$ cat src/rtl/control_unit_if.sv
// -----------------------------------------------------------------------------
// control_unit_if
// Control bundle between the Mini-SRC hardwired sequencer and its datapath.
//   ir, con, stop    : datapath -> sequencer (instruction, CON FF, halt request)
//   run              : sequencer status, 1 while executing
//   *out, Cout       : bus source selects
//   *in, Conin       : register capture enables
//   IncPC/Read/Write : PC increment, MDR mux / memory read, memory write
//   GRA..BAout       : register-file select/encode controls
//   opcode           : ALU operation
// master = control unit, slave = datapath.
// -----------------------------------------------------------------------------
interface control_unit_if;
   logic [31:0] ir;
   logic        con;
   logic        stop;
   logic        run;
   logic        PCout, Zlowout, Zhighout, MDRout, HIout, LOout, Cout, InportOut;
   logic        MARin, Zin, PCin, MDRin, IRin, Yin, LOin, HIin, OutportIn, Conin;
   logic        IncPC, Read, Write;
   logic        GRA, GRB, GRC, Rin, Rout, BAout;
   logic [4:0]  opcode;

   modport master (
      input  ir, con, stop,
      output run,
      output PCout, Zlowout, Zhighout, MDRout, HIout, LOout, Cout, InportOut,
      output MARin, Zin, PCin, MDRin, IRin, Yin, LOin, HIin, OutportIn, Conin,
      output IncPC, Read, Write,
      output GRA, GRB, GRC, Rin, Rout, BAout,
      output opcode
   );

   modport slave (
      output ir, con, stop,
      input  run,
      input  PCout, Zlowout, Zhighout, MDRout, HIout, LOout, Cout, InportOut,
      input  MARin, Zin, PCin, MDRin, IRin, Yin, LOin, HIin, OutportIn, Conin,
      input  IncPC, Read, Write,
      input  GRA, GRB, GRC, Rin, Rout, BAout,
      input  opcode
   );
endinterface

$ cat src/rtl/control_unit.sv
// -----------------------------------------------------------------------------
// control_unit
// Hardwired Moore sequencer for the Mini-SRC datapath. One control step per
// clock: fetch (T0-T3), then class-dependent execute steps from T4 onward.
// Ports:
//   clock : rising-edge system clock
//   clear : asynchronous active-high reset (all outputs and run forced to 0)
//   cu    : control bundle (master side), see control_unit_if
// Parameters:
//   MEM_WAIT        : Read-only wait cycles before MDRin on a memory read (0..7)
//   HALT_ON_ILLEGAL : 1 = opcodes 11100..11111 halt, 0 = they act as nop
// -----------------------------------------------------------------------------
module control_unit #(
   parameter int unsigned MEM_WAIT        = 1,
   parameter bit          HALT_ON_ILLEGAL = 1'b0
) (
   input logic            clock,
   input logic            clear,
   control_unit_if.master cu
);

   localparam logic [4:0] OP_ADD = 5'b00011;
   localparam logic [4:0] OP_NOP = 5'b11010;
   localparam logic [2:0] WAIT_LAST = (MEM_WAIT == 0) ? 3'd0 : 3'(MEM_WAIT - 1);

   typedef enum logic [3:0] {
      S_T0, S_T1, S_T2, S_T3, S_T4, S_T5, S_T6, S_T7, S_T8, S_T9, S_HALT
   } state_t;

   typedef enum logic [3:0] {
      C_ALU, C_IMM, C_LDI, C_LD, C_ST, C_MULDIV, C_NEGNOT, C_BR,
      C_JR, C_JAL, C_IN, C_OUT, C_MFHI, C_MFLO, C_NOP, C_HALT
   } class_t;

   state_t     state_q;
   logic [2:0] wait_q;
   logic       run_q;
   class_t     cls;
   state_t     last_state;
   logic       is_last;
   logic [4:0] opc;

   assign opc = cu.ir[31:27];

   // Instruction class from the opcode field.
   always_comb begin
      cls = C_NOP;
      case (opc)
         5'd0:  cls = C_LD;
         5'd1:  cls = C_LDI;
         5'd2:  cls = C_ST;
         5'd3, 5'd4, 5'd5, 5'd6, 5'd7, 5'd8, 5'd9, 5'd10, 5'd11: cls = C_ALU;
         5'd12, 5'd13, 5'd14: cls = C_IMM;
         5'd15, 5'd16: cls = C_MULDIV;
         5'd17, 5'd18: cls = C_NEGNOT;
         5'd19: cls = C_BR;
         5'd20: cls = C_JR;
         5'd21: cls = C_JAL;
         5'd22: cls = C_IN;
         5'd23: cls = C_OUT;
         5'd24: cls = C_MFHI;
         5'd25: cls = C_MFLO;
         5'd26: cls = C_NOP;
         5'd27: cls = C_HALT;
         default: cls = HALT_ON_ILLEGAL ? C_HALT : C_NOP;
      endcase
   end

   // Final execute step of each class; stop is honoured on the edge leaving it.
   always_comb begin
      last_state = S_T4;
      case (cls)
         C_ALU, C_IMM, C_LDI, C_MULDIV: last_state = S_T6;
         C_LD:                          last_state = S_T9;
         C_ST:                          last_state = S_T8;
         C_NEGNOT, C_JAL:               last_state = S_T5;
         C_BR:                          last_state = S_T7;
         default:                       last_state = S_T4;
      endcase
   end

   assign is_last = (state_q == last_state);

   // run_q stays low for the first edge after clear so the first active step
   // is a full T0; HALT is sticky until clear.
   always_ff @(posedge clock or posedge clear) begin
      if (clear) begin
         state_q <= S_T0;
         wait_q  <= 3'd0;
         run_q   <= 1'b0;
      end else if (state_q == S_HALT) begin
         state_q <= S_HALT;
      end else if (!run_q) begin
         run_q <= 1'b1;
      end else begin
         case (state_q)
            S_T0: state_q <= (MEM_WAIT == 0) ? S_T2 : S_T1;
            S_T1: begin
               if (wait_q == WAIT_LAST) begin
                  wait_q  <= 3'd0;
                  state_q <= S_T2;
               end else begin
                  wait_q <= wait_q + 3'd1;
               end
            end
            S_T2: state_q <= S_T3;
            S_T3: state_q <= S_T4;
            default: begin
               if (state_q == S_T4 && cls == C_HALT) begin
                  state_q <= S_HALT;
                  run_q   <= 1'b0;
               end else if (is_last) begin
                  if (cu.stop) begin
                     state_q <= S_HALT;
                     run_q   <= 1'b0;
                  end else begin
                     state_q <= S_T0;
                  end
               end else if (cls == C_LD && state_q == S_T6) begin
                  state_q <= (MEM_WAIT == 0) ? S_T8 : S_T7;
               end else if (cls == C_LD && state_q == S_T7) begin
                  // operand-read wait states reuse the fetch counter
                  if (wait_q == WAIT_LAST) begin
                     wait_q  <= 3'd0;
                     state_q <= S_T8;
                  end else begin
                     wait_q <= wait_q + 3'd1;
                  end
               end else begin
                  case (state_q)
                     S_T4:    state_q <= S_T5;
                     S_T5:    state_q <= S_T6;
                     S_T6:    state_q <= S_T7;
                     S_T7:    state_q <= S_T8;
                     S_T8:    state_q <= S_T9;
                     default: state_q <= S_T0;
                  endcase
               end
            end
         endcase
      end
   end

   assign cu.run = run_q;

   // Control decode; everything is forced low while not running (clear/HALT).
   always_comb begin
      cu.PCout = 1'b0; cu.Zlowout = 1'b0; cu.Zhighout = 1'b0; cu.MDRout = 1'b0;
      cu.HIout = 1'b0; cu.LOout = 1'b0; cu.Cout = 1'b0; cu.InportOut = 1'b0;
      cu.MARin = 1'b0; cu.Zin = 1'b0; cu.PCin = 1'b0; cu.MDRin = 1'b0;
      cu.IRin = 1'b0; cu.Yin = 1'b0; cu.LOin = 1'b0; cu.HIin = 1'b0;
      cu.OutportIn = 1'b0; cu.Conin = 1'b0;
      cu.IncPC = 1'b0; cu.Read = 1'b0; cu.Write = 1'b0;
      cu.GRA = 1'b0; cu.GRB = 1'b0; cu.GRC = 1'b0;
      cu.Rin = 1'b0; cu.Rout = 1'b0; cu.BAout = 1'b0;
      cu.opcode = 5'b00000;
      if (run_q) begin
         cu.opcode = OP_NOP;
         case (state_q)
            S_T0: begin cu.PCout = 1'b1; cu.MARin = 1'b1; cu.IncPC = 1'b1; end
            S_T1: cu.Read = 1'b1;
            S_T2: begin cu.Read = 1'b1; cu.MDRin = 1'b1; end
            S_T3: begin cu.MDRout = 1'b1; cu.IRin = 1'b1; end
            S_T4: begin
               case (cls)
                  C_ALU, C_IMM: begin cu.GRB = 1'b1; cu.Rout = 1'b1; cu.Yin = 1'b1; end
                  C_LDI, C_LD, C_ST: begin cu.GRB = 1'b1; cu.BAout = 1'b1; cu.Yin = 1'b1; end
                  C_MULDIV: begin cu.GRA = 1'b1; cu.Rout = 1'b1; cu.Yin = 1'b1; end
                  C_NEGNOT: begin
                     cu.GRB = 1'b1; cu.Rout = 1'b1; cu.Zin = 1'b1; cu.opcode = opc;
                  end
                  C_BR:   begin cu.GRA = 1'b1; cu.Rout = 1'b1; cu.Conin = 1'b1; end
                  C_JR:   begin cu.GRA = 1'b1; cu.Rout = 1'b1; cu.PCin = 1'b1; end
                  C_JAL:  begin cu.PCout = 1'b1; cu.GRB = 1'b1; cu.Rin = 1'b1; end
                  C_IN:   begin cu.InportOut = 1'b1; cu.GRA = 1'b1; cu.Rin = 1'b1; end
                  C_OUT:  begin cu.GRA = 1'b1; cu.Rout = 1'b1; cu.OutportIn = 1'b1; end
                  C_MFHI: begin cu.HIout = 1'b1; cu.GRA = 1'b1; cu.Rin = 1'b1; end
                  C_MFLO: begin cu.LOout = 1'b1; cu.GRA = 1'b1; cu.Rin = 1'b1; end
                  default: ;
               endcase
            end
            S_T5: begin
               case (cls)
                  C_ALU: begin
                     cu.GRC = 1'b1; cu.Rout = 1'b1; cu.Zin = 1'b1; cu.opcode = opc;
                  end
                  C_IMM: begin cu.Cout = 1'b1; cu.Zin = 1'b1; cu.opcode = opc; end
                  C_LDI, C_LD, C_ST: begin cu.Cout = 1'b1; cu.Zin = 1'b1; cu.opcode = OP_ADD; end
                  C_MULDIV: begin
                     cu.GRB = 1'b1; cu.Rout = 1'b1; cu.Zin = 1'b1; cu.opcode = opc;
                  end
                  C_NEGNOT: begin cu.Zlowout = 1'b1; cu.GRA = 1'b1; cu.Rin = 1'b1; end
                  C_BR:     begin cu.PCout = 1'b1; cu.Yin = 1'b1; end
                  C_JAL:    begin cu.GRA = 1'b1; cu.Rout = 1'b1; cu.PCin = 1'b1; end
                  default: ;
               endcase
            end
            S_T6: begin
               case (cls)
                  C_ALU, C_IMM, C_LDI: begin cu.Zlowout = 1'b1; cu.GRA = 1'b1; cu.Rin = 1'b1; end
                  C_LD, C_ST: begin cu.Zlowout = 1'b1; cu.MARin = 1'b1; end
                  C_MULDIV:   begin cu.LOin = 1'b1; cu.HIin = 1'b1; end
                  C_BR:       begin cu.Cout = 1'b1; cu.Zin = 1'b1; cu.opcode = OP_ADD; end
                  default: ;
               endcase
            end
            S_T7: begin
               case (cls)
                  C_LD: cu.Read = 1'b1;
                  // store data comes over the bus, so the MDR mux stays on bus
                  C_ST: begin cu.GRA = 1'b1; cu.Rout = 1'b1; cu.MDRin = 1'b1; end
                  C_BR: begin cu.Zlowout = cu.con; cu.PCin = cu.con; end
                  default: ;
               endcase
            end
            S_T8: begin
               if (cls == C_LD) begin
                  cu.Read = 1'b1; cu.MDRin = 1'b1;
               end else if (cls == C_ST) begin
                  cu.Write = 1'b1;
               end
            end
            S_T9: begin
               if (cls == C_LD) begin
                  cu.MDRout = 1'b1; cu.GRA = 1'b1; cu.Rin = 1'b1;
               end
            end
            default: ;
         endcase
      end
   end

endmodule

$ cat src/flat_wrapper.sv
// flat-port wrapper written by rule: the top's interface ports become plain ports
module control_unit_flat 
#(
   parameter int unsigned MEM_WAIT        = 1,
   parameter bit          HALT_ON_ILLEGAL = 1'b0
)
  (clock, clear, cu_ir, cu_con, cu_stop, cu_run, cu_PCout, cu_Zlowout, cu_Zhighout, cu_MDRout, cu_HIout, cu_LOout, cu_Cout, cu_InportOut, cu_MARin, cu_Zin, cu_PCin, cu_MDRin, cu_IRin, cu_Yin, cu_LOin, cu_HIin, cu_OutportIn, cu_Conin, cu_IncPC, cu_Read, cu_Write, cu_GRA, cu_GRB, cu_GRC, cu_Rin, cu_Rout, cu_BAout, cu_opcode);
  control_unit_if cu_i ();
  input logic clock;
  input logic clear;
  input wire logic [$bits(cu_i.ir)-1:0] cu_ir;
  input wire logic [$bits(cu_i.con)-1:0] cu_con;
  input wire logic [$bits(cu_i.stop)-1:0] cu_stop;
  output wire logic [$bits(cu_i.run)-1:0] cu_run;
  output wire logic [$bits(cu_i.PCout)-1:0] cu_PCout;
  output wire logic [$bits(cu_i.Zlowout)-1:0] cu_Zlowout;
  output wire logic [$bits(cu_i.Zhighout)-1:0] cu_Zhighout;
  output wire logic [$bits(cu_i.MDRout)-1:0] cu_MDRout;
  output wire logic [$bits(cu_i.HIout)-1:0] cu_HIout;
  output wire logic [$bits(cu_i.LOout)-1:0] cu_LOout;
  output wire logic [$bits(cu_i.Cout)-1:0] cu_Cout;
  output wire logic [$bits(cu_i.InportOut)-1:0] cu_InportOut;
  output wire logic [$bits(cu_i.MARin)-1:0] cu_MARin;
  output wire logic [$bits(cu_i.Zin)-1:0] cu_Zin;
  output wire logic [$bits(cu_i.PCin)-1:0] cu_PCin;
  output wire logic [$bits(cu_i.MDRin)-1:0] cu_MDRin;
  output wire logic [$bits(cu_i.IRin)-1:0] cu_IRin;
  output wire logic [$bits(cu_i.Yin)-1:0] cu_Yin;
  output wire logic [$bits(cu_i.LOin)-1:0] cu_LOin;
  output wire logic [$bits(cu_i.HIin)-1:0] cu_HIin;
  output wire logic [$bits(cu_i.OutportIn)-1:0] cu_OutportIn;
  output wire logic [$bits(cu_i.Conin)-1:0] cu_Conin;
  output wire logic [$bits(cu_i.IncPC)-1:0] cu_IncPC;
  output wire logic [$bits(cu_i.Read)-1:0] cu_Read;
  output wire logic [$bits(cu_i.Write)-1:0] cu_Write;
  output wire logic [$bits(cu_i.GRA)-1:0] cu_GRA;
  output wire logic [$bits(cu_i.GRB)-1:0] cu_GRB;
  output wire logic [$bits(cu_i.GRC)-1:0] cu_GRC;
  output wire logic [$bits(cu_i.Rin)-1:0] cu_Rin;
  output wire logic [$bits(cu_i.Rout)-1:0] cu_Rout;
  output wire logic [$bits(cu_i.BAout)-1:0] cu_BAout;
  output wire logic [$bits(cu_i.opcode)-1:0] cu_opcode;
  assign cu_i.ir = cu_ir;
  assign cu_i.con = cu_con;
  assign cu_i.stop = cu_stop;
  assign cu_run = cu_i.run;
  assign cu_PCout = cu_i.PCout;
  assign cu_Zlowout = cu_i.Zlowout;
  assign cu_Zhighout = cu_i.Zhighout;
  assign cu_MDRout = cu_i.MDRout;
  assign cu_HIout = cu_i.HIout;
  assign cu_LOout = cu_i.LOout;
  assign cu_Cout = cu_i.Cout;
  assign cu_InportOut = cu_i.InportOut;
  assign cu_MARin = cu_i.MARin;
  assign cu_Zin = cu_i.Zin;
  assign cu_PCin = cu_i.PCin;
  assign cu_MDRin = cu_i.MDRin;
  assign cu_IRin = cu_i.IRin;
  assign cu_Yin = cu_i.Yin;
  assign cu_LOin = cu_i.LOin;
  assign cu_HIin = cu_i.HIin;
  assign cu_OutportIn = cu_i.OutportIn;
  assign cu_Conin = cu_i.Conin;
  assign cu_IncPC = cu_i.IncPC;
  assign cu_Read = cu_i.Read;
  assign cu_Write = cu_i.Write;
  assign cu_GRA = cu_i.GRA;
  assign cu_GRB = cu_i.GRB;
  assign cu_GRC = cu_i.GRC;
  assign cu_Rin = cu_i.Rin;
  assign cu_Rout = cu_i.Rout;
  assign cu_BAout = cu_i.BAout;
  assign cu_opcode = cu_i.opcode;
  control_unit #(.MEM_WAIT(MEM_WAIT), .HALT_ON_ILLEGAL(HALT_ON_ILLEGAL)) u_core (.clock(clock), .clear(clear), .cu(cu_i));
endmodule
$ cat config.mk
export PLATFORM = sky130hd
export DESIGN_NAME = control_unit_flat
export DESIGN_NICKNAME = d
export VERILOG_FILES = /design/src/rtl/control_unit_if.sv /design/src/rtl/control_unit.sv /design/src/flat_wrapper.sv
export SDC_FILE = /design/constraint.sdc
export NUM_CORES = 1
export LEC_CHECK = 0
export ABC_AREA = 1
export CORE_MARGIN = 8
export CORE_UTILIZATION = 44
export CTS_BUF_LIST = sky130_fd_sc_hd__clkbuf_2
export DETAILED_ROUTE_END_ITERATION = 7
export GPL_TIMING_DRIVEN = 0
export PLACE_DENSITY = 0.89
export SLEW_MARGIN = 15
export SYNTH_ARGS = -nofsm -noshare
export SYNTH_HDL_FRONTEND = slang
export SYNTH_SLANG_ARGS = --single-unit
$ cat constraint.sdc
create_clock -name clock -period 2 [get_ports clock]
set_clock_uncertainty 0.05 [all_clocks]
set_input_delay 0.2 -clock clock [delete_from_list [all_inputs] [get_ports clock]]
set_output_delay 0.2 -clock clock [all_outputs]
set_load 0.01 [all_outputs]
==> run summary <==
The flow ran to the end, but the final reports show violations. The checks that failed: setup timing. The post-synthesis net count is 325. The achievable frequency came out at 451 MHz. The via total after detailed routing came out at 2,634. The first-pass GRT wire length came out at 10,900 um. The overflow left after global routing is 0.

The total area of sequential cells came out at 204 um2. The DRC violations left came out at 0. The gate count after technology mapping came out at 283. The largest buffer count on any clock path is 2. The synthesized design contains 0 enable-type register cells. Walking the worst path, the cells encountered are clkbuf_4 > inv_2 > nand2_4 > nand3_2 > a21oi_4 > nand3_4 > buf_4 > o21ai_2 > nor2_1 > a21oi_1 > buf_2. The detailed-router iteration count before antenna repair came out at 6. For this run, the leading register cell type out of synthesis is sky130_fd_sc_hd__dfrtp_1. The via count of the first global-routing pass came out at 2,355.

The leakage component of the power is 1.49 nW. The total power after layout came out at 2.64 mW. The slowest stage cell on the critical path is sky130_fd_sc_hd__a21oi_4.

The final estimated routing congestion in global placement came out at 0.930. The critical path launch point type is an input pin. In the layout the commonest cells are sky130_fd_sc_hd__nand2_1, sky130_fd_sc_hd__buf_4, sky130_fd_sc_hd__inv_1, sky130_fd_sc_hd__nor2_1, sky130_fd_sc_hd__buf_2. The wire length per cell is 19.0 um.

The final number of hold-violating endpoints came out at 0. Entering global routing, the biggest net connects 11 pins. Cells with a size suffix above 1 make up 55.6% of the layout. The CTS tree is yes. Sequential cells were found to cover 12.4% of the synthesized design area. IR analysis of the VDD net gives a maximum drop of 0.361 mV. The count of routing violations after the opening detailed-route iteration is 349. The critical path's largest stage delay is 0.24 ns. The number of buffers inserted by port buffering came out at 40.

The depth of the worst register-to-register path came out at 13. Clock-pin slew was measured on the worst setup and hold paths at 0.09 ns. Along the worst path, the maximum fanout reaches 7. Setup repair after global routing could not meet its margin everywhere. The CTS H-tree depth is 1.

The die covers 0.00588 mm2. The detailed placement HPWL is 4000 um. The detailed-route vias per instance came out at 6.14. Summing every instance area after synthesis gives 0.00162 mm2. The arrival time at the worst endpoint is 1.97 ns. STA classifies the critical path endpoint as an output pin. The total clock buffers created by CTS came out at 3. The number of different library cells used by synthesis comes to 36. The post-route cell area came out at 0.00282 mm2. Once detail routing completed, the nets flagged for antenna violations numbered 0.

At the end of the flow the core is filled with cells to 78.1%. After filler insertion, the fill cell instance count of the layout stands at 227. The die is 76.7 um tall. The clock latency on the worst-skew pair came out at 0.25 ns. The combined global-route utilization of all metal layers is 21.5%.

The placed instances occupy a cell area of 0.00208 mm2. The reported max-cap violation count came out at 0. The post-route worst setup slack is -0.218 ns. The async set or reset register ratio after synthesis is 100%. At the worst endpoint, the required time is 1.75 ns.

The final routed wirelength across all metal layers came out at 8130 um. The initial antenna violation count came out at 0. Power spread over the standard cell area amounts to 937 mW/mm2.

Summing all multi-input logic gate instances after layout gives 0.00153 mm2. The summed negative setup slack over all endpoints came out at -1.36 ns. The critical path in this run is classified as in2out. The clock sink total came out at 8. The worst slack at placement is -1.23 ns. The total number of placement rows came out at 22. The final critical path time including I/O delays and setup is 2.22 ns. The mean area per synthesized cell came out at 5.72 um2. The area growth from synthesis to layout is 73.9%.

The number of diodes is 0. The register bit total from synthesis is 8. The net total in the final layout came out at 425. The area of the placeable core came out at 0.00361 mm2. The initial core utilization is 44.9%. The floorplan step set the die width to 76.7 um. The Yosys step of the flow raised 0 warnings. The max-slew violation count came out at 0. After layout, the worst path uses 111% of the clock period. The master cell of the clock root buffer is sky130_fd_sc_hd__clkbuf_2.

The number of top-level pins came out at 69. The worst hold-check path type is in2async. The most common cell after layout, fill and taps aside is sky130_fd_sc_hd__nand2_1. The final setup violation count is 18.
cell usage after synthesis, drive strengths merged (2+ instances only):
master  instances  share of area, %
o21ai          19               5.9
dfrtp           8                12
buf             2              0.93
ha              6               4.6
inv            47                11
a31oi           3               1.2
a21oi          19               6.8
nand2          86                24
clkbuf          4              0.93
o22ai           2              0.77
nor2           44                13
nor3            5               1.5
nand3          26                11
worst max-delay path, delay by kind of cell:
kind | cells | cell delay (ns)
AOI/OAI and AO/OA | 3 | 0.60
and+or+nand+nor | 4 | 0.56
buffers and inverters | 4 | 0.60
through the flow:
step / instances / hold slack [ns]
after global placement: 371 / 0.410
after global routing: 429 / 0.159
after floorplan: 283 / -0.0343
after detailed placement: 371 / 0.412
final: 429 / 0.133
after CTS: 408 / 0.145
layout make-up:
cell class	instances	share of cell area, %
repair buffers	97	27.3
well taps	48	2.13
clock buffers	3	0.533
inverters	47	7.42
flip-flops and latches	8	7.24
multi-input cells	222	54.4
plain buffers	4	0.978
sequential cells by signal (all words and copies together) (netlist names):
signal / count
u_core.state_q: 4
u_core.cu.run: 1
u_core.wait_q: 3
what timing repair did:
item                                    4_1_cts  5_1_grt
setup buffers                                36       21
cloned                                        0        0
hold buffers                                  0        0
resized for setup                           208       69
endpoints found under the setup margin       39       30
pin swaps                                    27       33
worst paths after layout:
path / startpoint / end / slack, ns
min in group clock: u_core.wait_q[2]$_DFFE_PP0P_ / u_core.wait_q[2]$_DFFE_PP0P_ / 0.49
max reg2reg: u_core.state_q[2]$_DFFE_PP0P_ / u_core.state_q[1]$_DFFE_PP0P_ / 0.05
min: clear / u_core.wait_q[1]$_DFFE_PP0P_ / 0.13
max in group asynchronous: clear / u_core.state_q[1]$_DFFE_PP0P_ / 1.51
min reg2reg: u_core.wait_q[2]$_DFFE_PP0P_ / u_core.wait_q[2]$_DFFE_PP0P_ / 0.49
max: cu_ir[30] / cu_GRA / -0.22
logic make-up after synthesis:
kind of cell / Yosys count / share of synthesized area, %
other cells: 1 / 0.232
flops: 8 / 12.4
buf+inv: 53 / 12.8
simple gates: 165 / 51.9
fa+ha+maj: 6 / 4.64
compound gates: 49 / 17.5
xor+xnor: 1 / 0.541
report_power, final:
group	total [mW]	internal, mW	switching [mW]
clock network	0.101	0.0409	0.0605
logic	2.24	0.895	1.34
registers	0.303	0.230	0.0725
total	2.64	1.17	1.47
routing by layer:
layer | GRT usage (%) | vias to the layer above | wire length (um)
met5 | 0 | - | 0
met4 | 12.1 | 0 | 716
met3 | 5.24 | 92 | 848
met2 | 37.3 | 253 | 3850
met1 | 23.2 | 1188 | 2720
li1 | - | 1101 | -
Note: power is estimated with default switching activity, not from simulation.
